**config.mk**
```make
export PLATFORM = sky130hd
export DESIGN_NAME = dmem_responder
export DESIGN_NICKNAME = d
export VERILOG_FILES = /design/src/rtl/dmem_responder_pkg.sv /design/src/rtl/dmem_array.sv /design/src/rtl/dmem_responder.sv
export SDC_FILE = /design/constraint.sdc
export NUM_CORES = 2
export LEC_CHECK = 0
export BUFFER_PORTS_ARGS = -buffer_cell sky130_fd_sc_hd__buf_2
export CELL_PAD_IN_SITES_DETAIL_PLACEMENT = 1
export CELL_PAD_IN_SITES_GLOBAL_PLACEMENT = 1
export CORE_UTILIZATION = 48
export DETAILED_ROUTE_END_ITERATION = 6
export HOLD_SLACK_MARGIN = 0.1
export MAX_ROUTING_LAYER = met4
export PLACE_DENSITY = 0.8
export SLEW_MARGIN = 20
export SYNTH_ARGS = -nofsm -noshare
export SYNTH_HDL_FRONTEND = slang
export SYNTH_HIERARCHICAL = 1
export SYNTH_SLANG_ARGS = --single-unit
```
**constraint.sdc**
```tcl
create_clock -name clk -period 8.6 [get_ports clk]
set_input_delay 1.29 -clock clk [delete_from_list [all_inputs] [get_ports clk]]
set_output_delay 1.29 -clock clk [all_outputs]
set_load 0.005 [all_outputs]
```
**src/rtl/dmem_responder_pkg.sv**
```systemverilog
`default_nettype none
// ============================================================================
// Module   : dmem_responder_pkg
// Brief    : Shared types and constants for core memory-side blocks.
// Revision : 1.0 - initial release
// ============================================================================
package dmem_responder_pkg;

    // Responder FSM encoding
    typedef enum logic [1:0] {
        ST_IDLE = 2'd0,
        ST_WAIT = 2'd1,
        ST_RESP = 2'd2
    } dmem_state_e;

    // Legal accept-to-response latency window
    localparam int c_latency_min = 1;
    localparam int c_latency_max = 15;

    // Wide enough to hold c_latency_max - 1
    localparam int c_cnt_w = 4;

    // Counter value loaded on accept; WAIT leaves for RESP once it holds 1
    function automatic logic [c_cnt_w-1:0] wait_count(input int lat);
        return c_cnt_w'(lat - 1);
    endfunction

endpackage
`default_nettype wire

```
**src/rtl/dmem_array.sv**
```systemverilog
`default_nettype none
// ============================================================================
// Module   : dmem_array
// Brief    : 2^ADDR_W x 32 word store, synchronous write, combinational read.
//            Contents are deliberately not reset.
// Revision : 1.0 - initial release
// ============================================================================
module dmem_array #(
    parameter int ADDR_W = 6
) (
    input  logic              clk,
    input  logic              wr_en,
    input  logic [ADDR_W-1:0] idx,
    input  logic [31:0]       wdata,
    output logic [31:0]       rdata
);

    logic [31:0] mem_q [2**ADDR_W];

    // Word write on the rising edge when enabled
    always_ff @(posedge clk) begin
        if (wr_en) begin
            mem_q[idx] <= wdata;
        end
    end

    assign rdata = mem_q[idx];

endmodule
`default_nettype wire

```
**src/rtl/dmem_responder.sv**
```systemverilog
`default_nettype none
// ============================================================================
// Module   : dmem_responder
// Brief    : Fixed-latency data-memory responder for the core memory stage.
//            Accepts one load/store, responds LATENCY cycles later, and
//            supports flush and asynchronous reset abort.
// Revision : 1.0 - initial release
// ============================================================================
module dmem_responder
    import dmem_responder_pkg::*;
#(
    parameter int ADDR_W  = 6,
    parameter int LATENCY = 2
) (
    input  logic        clk,
    input  logic        reset_n,
    input  logic        req_valid,
    input  logic        req_we,
    input  logic [31:0] req_addr,
    input  logic [31:0] req_wdata,
    input  logic        flush,
    output logic        req_ready,
    output logic        rsp_valid,
    output logic [31:0] rsp_rdata,
    output logic        rsp_err,
    output logic        stall
);

    // Reject out-of-range latency at elaboration
    if (LATENCY < c_latency_min || LATENCY > c_latency_max) begin : g_bad_latency
        $error("dmem_responder: LATENCY out of range");
    end

    dmem_state_e          state_q, state_d;
    logic [c_cnt_w-1:0]   cnt_q, cnt_d;
    logic                 we_q, we_d;
    logic [ADDR_W+1:0]    addr_q, addr_d;
    logic [31:0]          wdata_q, wdata_d;

    logic                 arr_we;
    logic [31:0]          arr_rdata;
    logic                 misaligned;

    // Address bits above the word index are intentionally discarded
    logic                 unused_addr_hi;
    assign unused_addr_hi = ^req_addr[31:ADDR_W+2];

    assign misaligned = (addr_q[1:0] != 2'b00);

    // State and latched-request registers, cleared immediately on reset
    always_ff @(posedge clk or negedge reset_n) begin
        if (!reset_n) begin
            state_q <= ST_IDLE;
            cnt_q   <= '0;
            we_q    <= 1'b0;
            addr_q  <= '0;
            wdata_q <= '0;
        end else begin
            state_q <= state_d;
            cnt_q   <= cnt_d;
            we_q    <= we_d;
            addr_q  <= addr_d;
            wdata_q <= wdata_d;
        end
    end

    // Next-state, accept handshake, response pulse and array write strobe
    always_comb begin
        state_d   = state_q;
        cnt_d     = cnt_q;
        we_d      = we_q;
        addr_d    = addr_q;
        wdata_d   = wdata_q;
        req_ready = 1'b0;
        rsp_valid = 1'b0;
        arr_we    = 1'b0;
        case (state_q)
            ST_IDLE: begin
                req_ready = !flush;
                if (req_valid && !flush) begin
                    we_d    = req_we;
                    addr_d  = req_addr[ADDR_W+1:0];
                    wdata_d = req_wdata;
                    cnt_d   = wait_count(LATENCY);
                    state_d = (LATENCY == 1) ? ST_RESP : ST_WAIT;
                end
            end
            ST_WAIT: begin
                // req_valid is not consulted: only flush or reset cancels
                if (flush) begin
                    state_d = ST_IDLE;
                    cnt_d   = '0;
                end else if (cnt_q <= c_cnt_w'(1)) begin
                    state_d = ST_RESP;
                    cnt_d   = '0;
                end else begin
                    cnt_d   = cnt_q - c_cnt_w'(1);
                end
            end
            ST_RESP: begin
                state_d = ST_IDLE;
                if (!flush) begin
                    rsp_valid = 1'b1;
                    arr_we    = we_q && !misaligned;
                end
            end
            default: begin
                state_d = ST_IDLE;
                cnt_d   = '0;
            end
        endcase
    end

    assign rsp_err   = rsp_valid && misaligned;
    assign rsp_rdata = (rsp_valid && !we_q && !misaligned) ? arr_rdata : 32'h0;
    assign stall     = req_valid && !rsp_valid;

    dmem_array #(
        .ADDR_W (ADDR_W)
    ) u_array (
        .clk   (clk),
        .wr_en (arr_we),
        .idx   (addr_q[ADDR_W+1:2]),
        .wdata (wdata_q),
        .rdata (arr_rdata)
    );

endmodule
`default_nettype wire

```
# ---- After elaboration in Yosys (flattened, before gate mapping)
# Memories as Yosys holds them, arrays and structs flattened.
# Cells that the tools add are included.
dict set report classes {
  add_sub_neg 1
  mul 0
  n_div 0
  order_cmp 1
  eq_ne 4
  n_shift 0
  n_mux 16
  bitwise 1
  reduce_logical 15
}
# op n
set ops {}
lappend ops {{32-bit 2-to-1 mux} 1}
lappend ops {{4-bit 2-to-1 mux} 3}
lappend ops {{4-bit one-hot mux with 3 select lines} 1}
lappend ops {{1-bit 2-to-1 mux} 7}
lappend ops {{1-bit logical AND} 6}
lappend ops {{2-bit 2-to-1 mux} 3}
lappend ops {{2-bit AND reduction} 3}
lappend ops {{4-bit by 1-bit <= comparator with 1-bit output, second input constant} 1}
lappend ops {{1-bit logical NOT} 4}
lappend ops {{2-bit one-hot mux with 2 select lines} 1}
lappend ops {{4-bit by 1-bit subtractor with 4-bit output, second input constant} 1}
lappend ops {{3-bit != test, second input constant} 1}
lappend ops {{2-bit by 1-bit equality test with 1-bit output, second input constant} 1}
lappend ops {{2-bit equality test, second input constant} 1}
lappend ops {{2-bit logical NOT} 1}
lappend ops {{2-bit != test, second input constant} 1}
lappend ops {{2-bit nonzero test} 1}
lappend ops {{1-bit NOT} 1}
dict set report word_totals {
  register_bits 47
  latchBits 0
  mem_bits_rw 2048
  mem_bits_ro 0
  inputBits 69
  output_inout_bits 36
  elab_cells 44
  mem_count 1
}
# name depth width read_ports rd_clocked_by_memory_dff write_ports line_no
set mem_list {}
lappend mem_list {u_array.mem_q 64 32 1 0 1 dmem_array.sv:18} ;# logic [31:0] mem_q [2**ADDR_W];

# ---- Depth between registers and ports, before layout
dict set report depth {
  ltp_word 7
  ltp_mapped 14
  mapped_depth_nobuf 7
}

# ---- Modules after synthesis
# Netlist, hierarchy kept.
# module instances cells_per_inst area_each_um2 seq_area_each_um2
set modules_own_cells {}
lappend modules_own_cells {dmem_array 1 4207 78287.6 61499.0}
lappend modules_own_cells {dmem_responder 1 160 2158.3 1176.1}

# ---- Least setup slack after synthesis
# No wires, ideal clock.
dict set report synth_timing {
  path_kind {input to register}
  start {input port flush}
  end {memory u_array.mem_q[11][0], enable pin}
  setup_ns 0.421
  arrival_ns 3.812
  required_time_ns 8.179
  path_slack_ns 4.367
  cell_stages 6
  path_buffers 0
  cell_sequence {or3b_4 > inv_1 > and3_1 > nor2b_1 > nand2_1 > nor2_1}
}
dict set report synth_via {
  elab_chain_cells 4
}
# element line_no
set synth_lines {}
lappend synth_lines {{from (decl)} dmem_responder.sv:21} ;# input logic flush,
lappend synth_lines {{1-bit 2-to-1 mux} dmem_responder.sv:102} ;# if (!flush) begin
lappend synth_lines {{1-bit 2-to-1 mux} dmem_responder.sv:77} ;# case (state_q)
lappend synth_lines {{via arr_we} dmem_responder.sv:40} ;# logic arr_we;
lappend synth_lines {{1-bit 2-to-1 mux} dmem_array.sv:22} ;# if (wr_en) begin
lappend synth_lines {{1-bit 2-to-1 mux (not written as such)} dmem_array.sv:23} ;# mem_q[idx] <= wdata;
lappend synth_lines {{to (decl)} dmem_array.sv:18}
# The timed path passes the listed nets, and every way through them passes these cells.

# ---- Worst setup path in the final report
dict set report layout_timing {
  start {register addr_q[3]}
  end {output port rsp_rdata[4]}
}
dict set report layout_via {
  elab_chain_cells 2
}
# element line_no
set layout_lines {}
lappend layout_lines {{from (decl)} dmem_responder.sv:37} ;# logic [ADDR_W+1:0] addr_q, addr_d;
lappend layout_lines {{from (signal assigned)} dmem_responder.sv:62} ;# addr_q <= addr_d;
lappend layout_lines {{memory read 64 x 32 bit} --}
lappend layout_lines {{via arr_rdata[4]} dmem_responder.sv:41} ;# logic [31:0] arr_rdata;
lappend layout_lines {{32-bit 2-to-1 mux} dmem_responder.sv:115} ;# assign rsp_rdata = (rsp_valid && !we_q && !misaligned) ? arr_rdata : 32'h0;
lappend layout_lines {{to (decl)} dmem_responder.sv:24} ;# output logic [31:0] rsp_rdata,
# The timed path passes the listed nets, and every way through them passes these cells.

==> metrics <==
flops & latches, synth 2095; Core Region 165700 µm²; via count 46560; via/cell ratio 6.788; Post-Layout Cell Count between 6000 and 7000; Post-DP HPWL roughly 130000 µm; number of global-route vias before repair 48580; DIE WIDTH 411.4 µm; layout cells sized above 1 20.27%; max-slew violation count 0; clk root buf clkbuf_16; Mapped Cells about 4400; area share of fa/ha/maj cells after synthesis 0.03111%; failing checks DRC; MaxCap Viol Count 0; status finished, violations left; initial antenna violation count 10; final setup fails 0; leakage power 29.09 nW; Area Overhead vs Synth 12.55%; WL/cell 35.94 µm; RSZ-0062 raised after global routing no; period utilization between 80% and 90%; hold_sp cnt_q[1]; Critical path origin addr_q[3]; Final min period 7.033 ns; main flop type after synthesis edfxtp_1; proportion of synthesized area in mux cells 8.556%; Mapped Avg Cell Area 18.42 µm²; # placed instances 6480; clock sink total 2095; overall routing resource usage 29.63%; Sequential Area 62770 µm²; TritonCTS clock tree yes; measured slew at the worst slew-check pin around 1.2 ns; Hold Buf Count CTS 0; Compound-Gate Fraction of Synth Area 8.570%; Post-synth EDFFs 2048; Slew HR 18.87%; DIE HEIGHT ~400 µm; WP data arrival 5.74 ns; I/O Pins 105; Highest Clock Rate 142.2 MHz; synthesized area between 80000 and 90000 µm²; Setup crit start kind flop; Clk Latency, worst-skew pair around 0.87 ns; CTS max path bufs 3; number of CTS-inserted buffers 196; Reg2Reg Launch Point addr_q[3]; syn nets approximately 4400; most frequent cells in the layout 2048 x edfxtp_1, 259 x mux2i_1, 196 x clkbuf_16; row cnt 149; Pwr Density 301.3 nW/µm²; Fin. Hold Viols 0; Routed Antenna Nets 0; Post-CTS Setup Bufs 0; Final Net Count 4562; post-synthesis sequential area ratio 77.91%; post-cts gate resize count 0; total routed wirelength around 250000 µm; Initial DRC Count about 6600; drt first pass iters 7; Yosys warnings 6; CP Max Fanout 98; Final GP Congestion roughly 0.87; Layout Skew 0.04261 ns; Tot Pwr 27.28 mW; WP data required 7.31 ns; Yosys cell types 65; most common cell after layout, fill and taps aside edfxtp_1; global-route wire length before repair 347900 µm; I/O Buffers 80; main combinational cell family by area after synthesis compound AO/OA/AOI/OAI gates; GRT overflow 0; Initial Util 48.54%; die footprint 169200 µm²; Hold Crit Class flop to flop; Clock Pin Slew Worst Setup and Hold Paths 0.07 ns; H-tree levels 4; Fin Setup TNS 0 ns; asr flop ratio synth 2.243%; DRC Markers 2; pin count of the biggest net entering global routing 99; Fill cells 14750; simple-gate share of the synthesized area 3.207%; area of the multi-input gates 17000 µm²; VDD IR max around 0.00027 V; Crit Path Class flop to output pin; critical path endpoint category output pin; xor and xnor area share after synthesis 0%
[report_power, final]
| part | total [mW] | switching, mW | internal [mW] |
|---|---|---|---|
| logic | 5.62 | 3.82 | 1.80 |
| clock network | 8.70 | 3.97 | 4.73 |
| registers | 13.0 | 0.796 | 12.2 |
[cells by family after synthesis]
family / Yosys count
mux: 544
flops: 2095
simple gates: 473
fa+ha+maj: 2
buf+inv: 312
compound gates: 941
[worst max-delay path, stage by stage (launching register included)]
cell and delay, ns:
dfrtp_4 1.05, buf_12 0.56, nor2b_4 0.25, buf_4 0.34, a22o_1 0.28, a221oi_1 0.27
a211oi_1 0.26, a2111oi_0 0.98, nand3_1 0.30, and2_1 0.23, buf_2 0.12
[flip-flops by register name (all words and copies together), names as in the netlist]
| register | flops |
|---|---|
| addr_q | 8 |
| cnt_q | 4 |
| state_q | 2 |
| u_array/mem_q | 2048 |
| wdata_q | 32 |
| we_q | 1 |
[cell type report]
cell class	instances	share of cell area, %
multi-input cells	1960	18.77
well taps	2189	3.025
inverters	6	0.03317
clock buffers	250	5.729
clock inverters	119	1.289
repair buffers	232	1.805
flip-flops and latches	2095	69.32
diodes	8	0.02211
[synthesized netlist by cell type (30+ instances only)]
| library cell | n | area (µm²) |
|---|---|---|
| edfxtp_1 | 2048 | 61500 |
| dfrtp_1 | 47 | 1176 |
| a22o_1 | 66 | 578.1 |
| clkbuf_1 | 168 | 630.6 |
| buf_2 | 87 | 435.4 |
| a21oi_1 | 123 | 615.6 |
| o22ai_1 | 93 | 581.8 |
| nor2_1 | 149 | 559.3 |
| o21ai_0 | 85 | 425.4 |
| o22a_1 | 70 | 613.1 |
| nand3_1 | 54 | 270.3 |
| and3_1 | 86 | 538.0 |
| a22oi_1 | 188 | 1411 |
| nand2_1 | 30 | 112.6 |
| mux2_2 | 186 | 2095 |
| a221oi_1 | 175 | 1533 |
| a31oi_1 | 43 | 269.0 |
| mux2i_1 | 259 | 2592 |
| mux4_2 | 96 | 2162 |
| buf_1 | 33 | 123.9 |
[stage by stage]
stage / hold slack (ns) / area [µm²] / utilization [%] / setup slack [ns]
floorplan: 0.4700 / 80450 / - / 4.367
global placement: 0.4918 / 84080 / 50.73 / 2.704
detailed placement: 0.4971 / 84080 / 50.73 / 2.424
CTS: 0.5123 / 90440 / 54.57 / 1.510
global route: 0.5222 / 90540 / 54.63 / 1.497
finish: 0.5067 / 90540 / 54.63 / 1.567
[final timing paths]
kind / endpoint / slack [ns] / cells past startpoint
hold / removal: cnt_q[1] / 0.51 / 1
min in group asynchronous: addr_q[6] / 0.59 / 2
setup / recovery: rsp_rdata[4] / 1.57 / 10
max in group asynchronous: wdata_q[10] / 7.33 / 2
hold reg to reg: cnt_q[1] / 0.51 / 1
setup reg to reg: u_array/mem_q[22][17] / 3.31 / 6
[metal layers]
metal	vias up	share of wire (%)	track usage [%]
met5	-	0	-
met4	0	5.8	15.46
met3	734	10	5.625
met2	3430	48	46.86
met1	24070	36	36.39
li1	18330	-	-
Note: power is estimated with default switching activity, not from simulation.
